`src/rtl/data_mem_arbiter.sv`:
```
// data_mem_arbiter
//   Round-robin arbiter sharing the single-port 512x16 signed data memory
//   between the calculator core (requester 0) and the keypad/display I/O
//   engine (requester 1). Each granted request gets exactly one ACCESS
//   cycle. The ACK pulse and the result follow on the next rising edge.
//
// Ports
//   CLK              system clock (arbiter on rising edge, memory writes on falling edge)
//   RST              asynchronous active-low reset
//   REQn/WEn/ADDRn/WDATAn   request, write flag, word address and write data of requester n
//   ACKn             one-cycle completion pulse for requester n
//   RDATAn           read result (or echoed write data), held until requester n's next ACK
//   MEM_EN/MEM_ADDR/MEM_IN  memory write enable, address and write data
//   MEM_OUT          combinational memory read data
//   BUSY             high while an access is in progress
module data_mem_arbiter #(
  parameter int AW = 9,
  parameter int DW = 16
) (
  input  logic                 CLK,
  input  logic                 RST,
  input  logic                 REQ0,
  input  logic                 REQ1,
  input  logic                 WE0,
  input  logic                 WE1,
  input  logic        [AW-1:0] ADDR0,
  input  logic        [AW-1:0] ADDR1,
  input  logic signed [DW-1:0] WDATA0,
  input  logic signed [DW-1:0] WDATA1,
  output logic                 ACK0,
  output logic                 ACK1,
  output logic signed [DW-1:0] RDATA0,
  output logic signed [DW-1:0] RDATA1,
  output logic                 MEM_EN,
  output logic        [AW-1:0] MEM_ADDR,
  output logic signed [DW-1:0] MEM_IN,
  input  logic signed [DW-1:0] MEM_OUT,
  output logic                 BUSY
);

  typedef enum logic {IDLE = 1'b0, ACCESS = 1'b1} state_t;

  state_t state;
  logic   owner;
  logic   prio;
  logic   we_l;

  logic   finishing;
  logic   elig0;
  logic   elig1;
  logic   prio_nxt;
  logic   winner;

  // The owner of a finishing access is masked at the edge that raises its
  // ACK: its REQ is still the one just served. A REQ still high after that
  // edge is taken as a fresh request, which gives a lone requester one
  // access every two cycles and two requesters strict alternation.
  always_comb begin
    finishing = (state == ACCESS);
    elig0     = REQ0 & ~(finishing & ~owner);
    elig1     = REQ1 & ~(finishing & owner);
    prio_nxt  = finishing ? ~owner : prio;
    winner    = (elig0 & elig1) ? prio_nxt : elig1;
  end

  // Write strobe exists only while in ACCESS, so a reset that forces IDLE
  // before the falling edge also cancels the pending write.
  assign MEM_EN = finishing & we_l;
  assign BUSY   = finishing;

  always_ff @(posedge CLK or negedge RST) begin
    if (!RST) begin
      state    <= IDLE;
      owner    <= 1'b0;
      prio     <= 1'b0;
      we_l     <= 1'b0;
      MEM_ADDR <= '0;
      MEM_IN   <= '0;
      ACK0     <= 1'b0;
      ACK1     <= 1'b0;
      RDATA0   <= '0;
      RDATA1   <= '0;
    end else begin
      ACK0 <= 1'b0;
      ACK1 <= 1'b0;

      // Completion of the current access
      if (state == ACCESS) begin
        prio <= ~owner;
        if (!owner) begin
          ACK0   <= 1'b1;
          RDATA0 <= we_l ? MEM_IN : MEM_OUT;
        end else begin
          ACK1   <= 1'b1;
          RDATA1 <= we_l ? MEM_IN : MEM_OUT;
        end
      end

      // Grant for the next cycle, applied in the same edge (no idle gap)
      if (elig0 | elig1) begin
        state <= ACCESS;
        owner <= winner;
        if (winner) begin
          we_l     <= WE1;
          MEM_ADDR <= ADDR1;
          MEM_IN   <= WDATA1;
        end else begin
          we_l     <= WE0;
          MEM_ADDR <= ADDR0;
          MEM_IN   <= WDATA0;
        end
      end else begin
        state <= IDLE;
      end
    end
  end

endmodule

```
`config.mk`:
```
export PLATFORM = sky130hd
export DESIGN_NAME = data_mem_arbiter
export DESIGN_NICKNAME = d
export VERILOG_FILES = /design/src/rtl/data_mem_arbiter.sv
export SDC_FILE = /design/constraint.sdc
export NUM_CORES = 1
export LEC_CHECK = 0
export ABC_AREA = 0
export ABC_CLOCK_PERIOD_IN_PS = 1900
export CELL_PAD_IN_SITES_DETAIL_PLACEMENT = 1
export CELL_PAD_IN_SITES_GLOBAL_PLACEMENT = 2
export CORE_ASPECT_RATIO = 0.75
export CORE_UTILIZATION = 21
export DETAILED_ROUTE_END_ITERATION = 7
export PLACE_DENSITY_LB_ADDON = 0.1
export RECOVER_POWER = 50
export SLEW_MARGIN = 25
export SYNTH_ARGS = -nofsm -noshare
export SYNTH_HDL_FRONTEND = slang
export SYNTH_SLANG_ARGS = --single-unit
```
`constraint.sdc`:
```
create_clock -name CLK -period 1.9 [get_ports CLK]
set_clock_uncertainty 0.15 [all_clocks]
set_input_delay 0.38 -clock CLK [delete_from_list [all_inputs] [get_ports CLK]]
set_output_delay 0.38 -clock CLK [all_outputs]
set_load 0.03 [all_outputs]
```
# Yosys cells after proc, flatten, opt, wreduce, memory -nomap -nowiden
# Cells that the tools add are included.
# totals
regBits,63
input_bits,72
out_inout_bits,61
word_cells,33
# classes
n_mux,11
bitwise_logic,10
reduce_logical,2
# ops
op,count
$mux 16,2
$mux 9,1
$mux 1,8
$and 1x1->1,6
$reduce_and 2->1,2
$not 1->1,3
$or 1x1->1,1

# Depth between registers and ports, before layout
# logic_depth
depth_word,7
depth_mapped,8
ltp_nobuf,4

# Worst setup path before layout
# No wires, ideal clock.
# synth_path
kind,register to register
start,register state (netlist: BUSY)
end,register MEM_ADDR[0]
setup_time_ps,126
t_arrival_ps,1734
t_required_ps,1624
path_slack_ps,-110
stages_incl_launch_ff,9
path_buffers,4
synth_period_minus_slack_ps,2010
path_cell_list,dfrtp_1 and2_4 buf_6 nor3b_2 buf_4 nor2b_1 buf_6 buf_6 a221o_1
# synth_via
elab_chain_len,6
word_cells_on_any_way,11
cone_classes,mux: 3; bitwise: 8
# synth_rtl
element,line_no,source
start: declaration,43,state_t state;
start signal: assignment,73,state <= IDLE;
start signal: assignment,101,state <= ACCESS;
start signal: assignment,113,state <= IDLE;
"$and 1x1->1, on equally long branches","60, 61",
"$not 1->1, on equally long branches","60, 61",
"$and 1x1->1, on equally long branches","60, 61",
$and 1x1->1,63,winner = (elig0 & elig1) ? prio_nxt : elig1;
$mux 1,63,
$mux 9,103,if (winner) begin
end signal: assignment,77,MEM_ADDR <= '0;
end signal: assignment,105,MEM_ADDR <= ADDR1;
end signal: assignment,109,MEM_ADDR <= ADDR0;
end: declaration,35,"output logic [AW-1:0] MEM_ADDR,"
# Several ways; a longest one is shown, not always the timed one.
# A chain may end at the register's enable or synchronous reset.

# Worst setup path after layout
# layout_path
start,register RDATA0[7]
end,output RDATA0[7]
# layout_lines
element,line_no,source
start: declaration,32,"output logic signed [DW-1:0] RDATA0,"
start signal: assignment,92,RDATA0 <= we_l ? MEM_IN : MEM_OUT;
# No word-level cell between the ends.

==> flow_metrics.env <==
export IMPL_grt_usage_pct=14.4
export IMPL_fin_nets=456
export IMPL_wl_per_cell_um=16.2
export IMPL_die_w_um=132
export IMPL_areaGrowthSynthToFinish_pct=68.8
export IMPL_p_per_area_mw_per_mm2=1550
export IMPL_finalSetupTns_ns=0
export IMPL_ios=133
export IMPL_cts_buffers=9
export IMPL_drcViolationCount=0
export IMPL_cp_slowest_cell="clkdlybuf4s50_1"
export IMPL_fin_util_pct=36.4
export IMPL_wl_met3_um=471
export IMPL_fin_crit_sh_pct=97.8
export IMPL_setup_violations=0
export IMPL_grt_max_degree=64
export IMPL_clock_fmax_mhz=538
export IMPL_dr_pass1_iters=6
export IMPL_synth_seq_cells=63
export IMPL_worst_path_max_fanout=2
export IMPL_initial_core_util_pct=21.6
export IMPL_numPortBuffers=132
export IMPL_rows=35
export IMPL_max_stage_delay_ns=0.67
export IMPL_synth_area_mm2=0.00265
export IMPL_die_area_mm2=0.0131
export IMPL_worstMarginPinSlew_ns=0.934
export IMPL_wl_um=8950
export IMPL_p_leak_uw=0.00201
export IMPL_clk_pin_slew_ns=0.05
export IMPL_syn_area_per_cell_um2=11.2
export IMPL_grt_pass1_wl_um=14300
export IMPL_h_tree_depth=3
export IMPL_cp_start_kind="flip-flop"
export IMPL_final_hold_violation_count=0
export IMPL_synth_cell_types=19
export IMPL_yosys_top_cells_area="dfrtp_1 (59%), mux2i_1 (9.8%), a221o_1 (6.4%)"
export IMPL_period_minus_slack_ns=1.86
export IMPL_cp_data_arrival_time_ns=1.33
export IMPL_yosysTopAreaCell="dfrtp_1"
export IMPL_path_buf_inv=1
export IMPL_routabilityCongestion=0.713
export IMPL_antenna_found_initial=0
export IMPL_yosys_warnings=0
export IMPL_outcome="completed"
export IMPL_n_antenna_cell=0
export IMPL_drtIter0Drc=46
export IMPL_ir_drop_v=0.000540
export IMPL_cts_tree="built"
export IMPL_via_per_inst=4.24
export IMPL_synth_cells=236
export IMPL_core_mm2=0.0123
export IMPL_drive_gt1_share_pct=10.9
export IMPL_wl_met2_um=4130
export IMPL_rsz0062_at_grt="no"
export IMPL_clockRootBuffer="clkbuf_16"
export IMPL_crit_chain="clkdlybuf4s50_1"
export IMPL_grt_pass1_vias=2624
export IMPL_route_vias_total=2345
export IMPL_wl_met1_um=4180
export IMPL_top_layer="met4"
export IMPL_holdCritPathClass="flip-flop to flip-flop"
export IMPL_critical_path_top_delay_family="buffers and inverters"
export IMPL_clock_sinks=63
export IMPL_hpwlAfterDp_um=6340
export IMPL_clk_latency_ns=0.33
export IMPL_relSlewSlack_pct=37.7
export IMPL_end_kind="output port"
export IMPL_path_class="flip-flop to output port"
export IMPL_die_h_um=99.3
export IMPL_synth_top_area_share_pct=59.4
export IMPL_cts_max_path_buffers=2
export IMPL_drv_cap=0
export IMPL_seq_area_frac_synth_pct=59.4
export IMPL_worstPathRequired_ns=1.37
export IMPL_overflow=0
export IMPL_slew_viol_final=0
export IMPL_ant_nets=0
export IMPL_syn_nets=308
[kinds of logic (layout without fill, tap and decap cells)]
| kind of cell | count (synthesis) | after routing | share of synthesized area, % |
|---|---|---|---|
| buffers and inverters | 21 | 172 | 4.25 |
| muxes | 26 | 26 | 9.81 |
| AOI/OAI and AO/OA | 61 | 61 | 14.8 |
| and+or+nand+nor | 65 | 65 | 11.7 |
| DFF | 63 | 63 | 59.4 |
[cell usage after synthesis (all sizes together)]
master	number
a21oi	26
o21bai	1
mux2i	26
o21ai	17
nor2b	17
nand2	17
inv	3
nor3b	2
a221o	17
clkbuf	8
buf	10
dfrtp	63
and2	2
and2b	1
nor2	26
[sequential cells by signal (all words and copies together) (netlist names)]
name	flops
RDATA0	16
MEM_ADDR	9
MEM_IN	16
ACK0	1
we_l	1
owner	1
RDATA1	16
prio	1
BUSY	1
ACK1	1
[metrics by stage]
| step | power (uW) | hold slack, ns | setup WS [ns] | instance area, um^2 | cells |
|---|---|---|---|---|---|
| floorplan | 4190 | -0.0656 | -0.00467 | 2650 | 236 |
| global placement | 5840 | 0.286 | -0.310 | 4260 | 532 |
| detailed placement | 5890 | 0.284 | -0.363 | 4260 | 532 |
| CTS | 7150 | 0.330 | -0.00947 | 4480 | 547 |
| global route | 7420 | 0.351 | 0.00502 | 4480 | 553 |
| finish | 6940 | 0.325 | 0.0426 | 4480 | 553 |
[path summary, 6_finish.rpt]
| path | slack, ns | from | cells after the start | to |
|---|---|---|---|---|
| max in group asynchronous | 0.25 | RST | 3 | BUSY$_DFF_PN0_ |
| min reg2reg | 0.32 | RDATA0[4]$_DFFE_PN0P_ | 2 | RDATA0[4]$_DFFE_PN0P_ |
| max reg2reg | 0.13 | BUSY$_DFF_PN0_ | 7 | we_l$_DFFE_PN0P_ |
| min in group asynchronous | 0.70 | RST | 3 | MEM_IN[6]$_DFFE_PN0P_ |
| max | 0.04 | RDATA0[7]$_DFFE_PN0P_ | 1 | RDATA0[7] |
| min | 0.32 | RDATA0[4]$_DFFE_PN0P_ | 2 | RDATA0[4]$_DFFE_PN0P_ |
[final cells by class]
class | instances | area (um^2)
Clock buffer | 12 | 246
Clock inverter | 2 | 10.0
Fill cell | 1358 | 7830
Inverter | 3 | 11.3
Multi-Input combinational cell | 152 | 993
Sequential cell | 63 | 1580
Tap cell | 166 | 208
Timing Repair Buffer | 155 | 1430
[cells in the final DEF (no fill, tap or decap), types with 2 or more instances in the layout]
| cell | count |
|---|---|
| a21oi_1 | 25 |
| a221o_1 | 17 |
| buf_12 | 2 |
| buf_4 | 14 |
| clkbuf_1 | 15 |
| clkbuf_16 | 11 |
| clkbuf_2 | 3 |
| clkdlybuf4s50_1 | 70 |
| clkinv_2 | 2 |
| dfrtp_1 | 62 |
| dlygate4sd2_1 | 40 |
| dlymetal6s2s_1 | 7 |
| inv_1 | 3 |
| mux2i_1 | 26 |
| nand2_1 | 17 |
| nor2_1 | 26 |
| nor2b_1 | 16 |
| o21ai_0 | 17 |
[per-layer routing]
metal  track usage (%)  vias to the layer above
met5                 0                        -
met4              5.64                        0
met3              4.99                       11
met2              23.0                       72
met1              17.9                     1139
li1                  -                     1123
[power by group]
| group | switching [uW] | internal (uW) |
|---|---|---|
| Clock | 558 | 898 |
| Combinational | 2040 | 1220 |
| Sequential | 332 | 1890 |
[what timing repair did]
action                                  in CTS  in global routing
setup buffers                                0                  3
hold endpoints to repair                    63                  0
gates cloned                                 0                  3
endpoints found under the setup margin      44                 44
resized for setup                           40                 26
pin swaps                                    1                  3
hold buffers                                 1                  0
No activity file was read; power rests on OpenSTA's default activity.
